File: src/rtl/multicycle_ctrl.sv
// Control FSM for the multicycle CPU: sequences IF/ID/EXE/MEM/WB and drives datapath controls.
// Optional CTRL_ILLEGAL_TRAP_EN: undefined opcodes halt the FSM and raise IllegalOp instead of acting as NOPs.
module multicycle_ctrl #(
    parameter int unsigned          OPCODE_W    = 6,
    parameter logic [OPCODE_W-1:0]  HALT_OPCODE = OPCODE_W'(6'b111111)
) (
    input  logic                CLK,
    input  logic                Reset,
    input  logic [OPCODE_W-1:0] Opcode,
    input  logic                Zero,
    output logic                PCWre,
    output logic                IRWre,
    output logic                RegWre,
    output logic                RegDst,
    output logic                ALUSrcA,
    output logic                ALUSrcB,
    output logic [2:0]          ALUOp,
    output logic [1:0]          ExtSel,
    output logic                DataMemRW,
    output logic                DBDataSrc,
    output logic [1:0]          PCSrc,
`ifdef CTRL_ILLEGAL_TRAP_EN
    output logic                IllegalOp,
`endif
    output logic [3:0]          State
);

    localparam logic [3:0] S_IF     = 4'd0;
    localparam logic [3:0] S_ID     = 4'd1;
    localparam logic [3:0] S_EXE_AL = 4'd2;
    localparam logic [3:0] S_WB_AL  = 4'd3;
    localparam logic [3:0] S_EXE_BR = 4'd4;
    localparam logic [3:0] S_EXE_LS = 4'd5;
    localparam logic [3:0] S_MEM    = 4'd6;
    localparam logic [3:0] S_WB_LD  = 4'd7;
    localparam logic [3:0] S_HALT   = 4'd8;

    localparam logic [OPCODE_W-1:0] OP_ADD  = OPCODE_W'(6'b000000);
    localparam logic [OPCODE_W-1:0] OP_SUB  = OPCODE_W'(6'b000001);
    localparam logic [OPCODE_W-1:0] OP_ADDI = OPCODE_W'(6'b000010);
    localparam logic [OPCODE_W-1:0] OP_OR   = OPCODE_W'(6'b010000);
    localparam logic [OPCODE_W-1:0] OP_AND  = OPCODE_W'(6'b010001);
    localparam logic [OPCODE_W-1:0] OP_ORI  = OPCODE_W'(6'b010010);
    localparam logic [OPCODE_W-1:0] OP_SLL  = OPCODE_W'(6'b011000);
    localparam logic [OPCODE_W-1:0] OP_SLT  = OPCODE_W'(6'b100110);
    localparam logic [OPCODE_W-1:0] OP_SW   = OPCODE_W'(6'b110000);
    localparam logic [OPCODE_W-1:0] OP_LW   = OPCODE_W'(6'b110001);
    localparam logic [OPCODE_W-1:0] OP_BEQ  = OPCODE_W'(6'b110100);
    localparam logic [OPCODE_W-1:0] OP_J    = OPCODE_W'(6'b111000);

    localparam logic [2:0] ALU_ADD = 3'b000;
    localparam logic [2:0] ALU_SUB = 3'b001;
    localparam logic [2:0] ALU_SLL = 3'b010;
    localparam logic [2:0] ALU_OR  = 3'b011;
    localparam logic [2:0] ALU_AND = 3'b100;
    localparam logic [2:0] ALU_SLT = 3'b101;

    localparam logic [1:0] EXT_SHAMT = 2'b00;
    localparam logic [1:0] EXT_ZERO  = 2'b01;
    localparam logic [1:0] EXT_SIGN  = 2'b10;

    logic [3:0] state;
    logic [3:0] state_nxt;

    logic       op_alu, op_rtype, op_imm, op_sll, op_ori;
    logic       op_j, op_beq, op_sw, op_lw, op_halt, op_legal;
    logic [2:0] alu_dec;

    // Opcode decode into instruction-class flags
    always_comb begin : decode
        op_alu   = 1'b0;
        op_rtype = 1'b0;
        op_imm   = 1'b0;
        op_sll   = 1'b0;
        op_ori   = 1'b0;
        op_j     = 1'b0;
        op_beq   = 1'b0;
        op_sw    = 1'b0;
        op_lw    = 1'b0;
        alu_dec  = ALU_ADD;
        op_halt  = (Opcode == HALT_OPCODE);
        case (Opcode)
            OP_ADD:  begin op_alu = 1'b1; op_rtype = 1'b1; end
            OP_SUB:  begin op_alu = 1'b1; op_rtype = 1'b1; alu_dec = ALU_SUB; end
            OP_ADDI: begin op_alu = 1'b1; op_imm = 1'b1; end
            OP_OR:   begin op_alu = 1'b1; op_rtype = 1'b1; alu_dec = ALU_OR; end
            OP_AND:  begin op_alu = 1'b1; op_rtype = 1'b1; alu_dec = ALU_AND; end
            OP_ORI:  begin op_alu = 1'b1; op_imm = 1'b1; op_ori = 1'b1; alu_dec = ALU_OR; end
            OP_SLL:  begin op_alu = 1'b1; op_rtype = 1'b1; op_sll = 1'b1; alu_dec = ALU_SLL; end
            OP_SLT:  begin op_alu = 1'b1; op_rtype = 1'b1; alu_dec = ALU_SLT; end
            OP_SW:   begin op_sw = 1'b1; op_imm = 1'b1; end
            OP_LW:   begin op_lw = 1'b1; op_imm = 1'b1; end
            OP_BEQ:  begin op_beq = 1'b1; alu_dec = ALU_SUB; end
            OP_J:    op_j = 1'b1;
            default: ;
        endcase
        op_legal = op_alu | op_sw | op_lw | op_beq | op_j | op_halt;
    end

    always_ff @(posedge CLK) begin : state_reg
        if (Reset) state <= S_IF;
        else       state <= state_nxt;
    end

    always_comb begin : next_state
        state_nxt = S_IF;
        case (state)
            S_IF: state_nxt = S_ID;
            S_ID: begin
                if (op_halt)     state_nxt = S_HALT;
                else if (op_j)   state_nxt = S_IF;
                else if (op_beq) state_nxt = S_EXE_BR;
                else if (op_sw || op_lw) state_nxt = S_EXE_LS;
                else if (op_alu) state_nxt = S_EXE_AL;
                else begin
`ifdef CTRL_ILLEGAL_TRAP_EN
                    state_nxt = S_HALT;
`else
                    state_nxt = S_IF;
`endif
                end
            end
            S_EXE_AL: state_nxt = S_WB_AL;
            S_WB_AL:  state_nxt = S_IF;
            S_EXE_BR: state_nxt = S_IF;
            S_EXE_LS: state_nxt = S_MEM;
            S_MEM:    state_nxt = op_sw ? S_IF : S_WB_LD;
            S_WB_LD:  state_nxt = S_IF;
            S_HALT:   state_nxt = S_HALT;
            default:  state_nxt = S_IF;
        endcase
    end

    // Datapath controls; decode-driven fields stay idle in IF so a stale opcode never leaks out
    always_comb begin : outputs
        PCWre     = 1'b0;
        IRWre     = 1'b0;
        RegWre    = 1'b0;
        RegDst    = 1'b0;
        ALUSrcA   = 1'b0;
        ALUSrcB   = 1'b0;
        ALUOp     = ALU_ADD;
        ExtSel    = EXT_SIGN;
        DataMemRW = 1'b0;
        DBDataSrc = 1'b0;
        PCSrc     = 2'b00;
        if (!Reset) begin
            if (state != S_IF) begin
                RegDst  = op_rtype;
                ALUSrcA = op_sll;
                ALUSrcB = op_imm;
                ALUOp   = alu_dec;
                ExtSel  = op_sll ? EXT_SHAMT : (op_ori ? EXT_ZERO : EXT_SIGN);
            end
            case (state)
                S_IF: IRWre = 1'b1;
                S_ID: begin
                    if (op_j) begin
                        PCWre = 1'b1;
                        PCSrc = 2'b11;
                    end
`ifndef CTRL_ILLEGAL_TRAP_EN
                    else if (!op_legal) PCWre = 1'b1;
`endif
                end
                S_EXE_BR: begin
                    PCWre = 1'b1;
                    PCSrc = Zero ? 2'b01 : 2'b00;
                end
                S_WB_AL: begin
                    PCWre  = 1'b1;
                    RegWre = 1'b1;
                end
                S_MEM: begin
                    PCWre     = op_sw;
                    DataMemRW = op_sw;
                end
                S_WB_LD: begin
                    PCWre     = 1'b1;
                    RegWre    = 1'b1;
                    DBDataSrc = 1'b1;
                end
                default: ;
            endcase
        end
    end

`ifdef CTRL_ILLEGAL_TRAP_EN
    logic illegal_q;

    // Sticky trap flag, set on the edge that leaves ID with an undefined opcode
    always_ff @(posedge CLK) begin : illegal_reg
        if (Reset)                            illegal_q <= 1'b0;
        else if (state == S_ID && !op_legal)  illegal_q <= 1'b1;
    end

    assign IllegalOp = illegal_q;
`endif

    assign State = state;

endmodule
File: config.mk
export PLATFORM = sky130hd
export DESIGN_NAME = multicycle_ctrl
export DESIGN_NICKNAME = d
export VERILOG_FILES = /design/src/rtl/multicycle_ctrl.sv
export SDC_FILE = /design/constraint.sdc
export NUM_CORES = 1
export LEC_CHECK = 0
export CAP_MARGIN = 20
export CORE_MARGIN = 3
export CORE_UTILIZATION = 44
export CTS_BUF_LIST = sky130_fd_sc_hd__clkbuf_16
export DETAILED_ROUTE_END_ITERATION = 10
export GPL_TIMING_DRIVEN = 0
export HOLD_SLACK_MARGIN = 0.12
export PLACE_DENSITY_LB_ADDON = 0.08
export RECOVER_POWER = 100
export SETUP_SLACK_MARGIN = 0.02
export SLEW_MARGIN = 20
export SYNTH_ARGS = -nofsm -noshare
export SYNTH_HDL_FRONTEND = slang
export SYNTH_SLANG_ARGS = --single-unit
File: constraint.sdc
create_clock -name CLK -period 6.1 [get_ports CLK]
set_clock_uncertainty 0.2 [all_clocks]
set_input_delay 1.525 -clock CLK [delete_from_list [all_inputs] [get_ports CLK]]
set_output_delay 1.525 -clock CLK [all_outputs]
set_load 0.05 [all_outputs]
==> flow_metrics.tcl <==
set metrics [dict create \
    status "completed" \
    die_y_um 44.20 \
    synth_edf_count 0 \
    die_w_um 44.20 \
    dpl-instance-area_um2 910.9 \
    syn_area_um2 641.9 \
    timing.final.crit_share 0.9404 \
    clkSlewWorstSetupHoldPaths_ns 0.03 \
    syn_to_final_growth_pct 53.41 \
    core_mm2 0.001334 \
    overflow 0 \
    drv_cap 0 \
    path_cells "clkdlybuf4s50_1 -> clkbuf_1 -> nand4b_1 -> nor3_1 -> nor3_1 -> a41o_1 -> dlygate4sd3_1" \
    max_freq_mhz 174.3 \
    crit_path_max_incr_delay_ns 0.76 \
    p_comb_frac 0.275 \
    report.final.setup_viol 0 \
    r2r_setup_slack_ns 4.53 \
    num_rows 13 \
    dr.pass1.iters 4 \
    met1_length_um 879 \
    first_global_vias 737 \
    seqPwrFrac 0.158 \
    dp_hpwl_um 1383 \
    max_slew_margin 0.6619 \
    end_kind "primary output" \
    final_cell_area_um2 984.7 \
    switching_share 0.2741 \
    period_minus_slack_ns 5.736 \
    floorplan.initialDensity 0.4812 \
    cts_root_buf "clkbuf_16" \
    internal_power_w 0.0001286 \
    cpMostUsedCell "nor3_1" \
    post_drt_wl_per_cell_um 14.05 \
    ctsLongestPathBuffers 2 \
    wl_met2_um 903 \
    synth.distinct_cells 40 \
    p_switching_w 0.00004859 \
    timing.rr.end "State[1]" \
    report.final.slew_viol_count 0 \
    routed_wl_um 1925 \
    vdd_drop_max_mv 0.1715 \
    final.setup.tns_ns 0 \
    nFillCells 116 \
    synth_cells 94 \
    syn_nets 103 \
    htree_levels 1 \
    ys.flop_type "dfxtp_1" \
    pre_cts_slack_ns 0.5640 \
    gr-usage-all-layers 0.2183 \
    num_vias 834 \
    async_reset_ff_frac 0 \
    ctsHoldBuffers 0 \
    grt_first_pass_wirelength_um 3222 \
    synth-seq-cells 4 \
    postCtsSetupBuffers 0 \
    cp_max_fo 10 \
    cts_resized 0 \
    hold_depth 2 \
    route.met3.wl_um 132 \
    finalHoldViolations 0 \
    drt_iter0_drc 21 \
    largest_reg_flops 4 \
    syn_avg_cell_area_um2 6.828 \
    drive_gt1_frac 0.09016 \
    min_to "State[3]" \
    critPathKind "in2out" \
    powerDensity_mw_per_mm2 180.0 \
    slowest_stage "dlygate4sd3_1" \
    worstSkewPairLatency_ns 0.22 \
    fin_ws_ns 0.3638 \
    cts_buffers 3 \
    io_pins 28 \
    port_buffers 25 \
    worstPathRequired_ns 4.38 \
    hold_class "reg2reg" \
    reg2reg_from "State[0]" \
    r2r_cells 5 \
    start_kind "primary input" \
    drt-vias-per-instance 6.088 \
    min_from "State[1]" \
    diodes 0 \
    fin_nets 133 \
    die_area_mm2 0.001953 \
    synth_seq_area_share 0.1248 \
    place.gp.congestion 0.8811 \
    cts_tree "built" \
    worst_pin_slew_ns 0.5055 \
    grt_setup_unrepaired "false" \
    grt_max_degree 11 \
    drc 0 \
    yosys_warnings 0 \
    top_layer_used "met4" \
    cellLeakagePower_nw 0.3937 \
    ant_nets 0 \
    cp_data_arrival_time_ns 4.01 \
    cts_sinks 4 \
    clkPwrFrac 0.567 \
    grt_antenna_before_repair 0 \
]
-- critical path: cells and delay by family --
| family | cells | cell delay, ns |
|---|---|---|
| AND/OR/NAND/NOR | 3 | 0.60 |
| buffers and inverters | 3 | 1.65 |
| AO/OA/AOI/OAI | 1 | 0.24 |
-- synth_stat cells, drive strengths merged, types with 2 or more instances --
cell type / instances / area (µm²)
nand2b: 5 / 31.28
a21oi: 5 / 25.02
a21o: 3 / 22.52
nand3: 2 / 10.01
buf: 4 / 25.02
clkbuf: 5 / 18.77
nor2b: 2 / 12.51
nand4b: 3 / 26.28
nand4: 3 / 18.77
nor3b: 4 / 35.03
nor3: 3 / 15.01
o21ai: 2 / 10.01
nand2: 7 / 26.28
inv: 4 / 15.01
and2: 2 / 12.51
a41o: 2 / 20.02
nor2: 10 / 40.04
and3: 3 / 18.77
dfxtp: 4 / 80.08
a31oi: 2 / 12.51
nor4: 3 / 18.77
-- worst max-delay path by stage --
stage	from	to	depth (start not counted)
final	Opcode[2]	PCWre	7
after CTS	Opcode[0]	ALUSrcA	5
after detailed placement	Opcode[0]	ALUSrcA	5
after floorplan	Reset	ExtSel[0]	4
after global routing	Opcode[2]	PCWre	7
after global placement	Opcode[2]	PCWre	7
-- kinds of logic (layout without fill, tap and decap cells) --
family / Yosys count / in the layout / synth area share
XOR/XNOR: 1 / 1 / 0.01365
AND/OR/NAND/NOR: 52 / 52 / 0.4893
buffers and inverters: 13 / 41 / 0.09161
AO/OA/AOI/OAI: 24 / 24 / 0.2807
flip-flops: 4 / 4 / 0.1248
-- final cells by class --
| cell class | count | area, µm² | area share |
|---|---|---|---|
| plain buffers | 9 | 42.54 | 0.04320 |
| well taps | 15 | 18.77 | 0.01906 |
| multi-input cells | 77 | 503.0 | 0.5108 |
| inverters | 4 | 15.01 | 0.01525 |
| flip-flops and latches | 4 | 80.08 | 0.08132 |
| repair buffers | 25 | 250.2 | 0.2541 |
| clock buffers | 3 | 75.07 | 0.07624 |
-- placed cells by master (no fill, tap or decap), types with 3 or more instances in the layout --
| cell type | Yosys | layout |
|---|---|---|
| a21o_1 | 3 | 3 |
| a21oi_1 | 5 | 5 |
| and3_1 | 3 | 3 |
| clkbuf_1 | 5 | 6 |
| clkbuf_16 | 0 | 3 |
| clkdlybuf4s50_1 | 0 | 6 |
| dfxtp_1 | 4 | 4 |
| dlygate4sd3_1 | 0 | 19 |
| inv_1 | 4 | 4 |
| nand2_1 | 7 | 7 |
| nand2b_1 | 5 | 5 |
| nand4_1 | 3 | 3 |
| nand4b_1 | 3 | 3 |
| nor2_1 | 9 | 9 |
| nor3_1 | 3 | 3 |
| nor3b_1 | 3 | 3 |
| nor4_1 | 3 | 3 |
-- power by group through the flow --
| stage | Sequential, W | Combinational [W] | Clock, W |
|---|---|---|---|
| global placement | 0.0000282 | 0.0000486 | 0 |
| CTS | 0.0000281 | 0.0000495 | 0.000102 |
| global route | 0.0000282 | 0.0000527 | 0.000105 |
| detailed placement | 0.0000282 | 0.0000492 | 0 |
| floorplan | 0.0000318 | 0.0000296 | 0 |
| finish | 0.0000281 | 0.0000487 | 0.000100 |
-- stage by stage --
stage	hold WS, ns	std cells	utilization	total power, W
6_report	0.4088	137	0.7383	0.0001772
3_3_place_gp	0.3759	134	0.6829	0.00007675
4_1_cts	0.4175	137	0.7392	0.0001794
5_1_grt	0.4530	137	0.7383	0.0001860
2_1_floorplan	0.6784	94	-	0.00006141
3_5_place_dp	0.3926	134	0.6829	0.00007749
-- routing by layer --
layer,vias to the layer above,GRT usage
met5,-,0
met4,0,0.05422
met3,2,0.05285
met2,31,0.3459
met1,385,0.2958
li1,416,-
No activity file was read; power rests on OpenSTA's default activity.
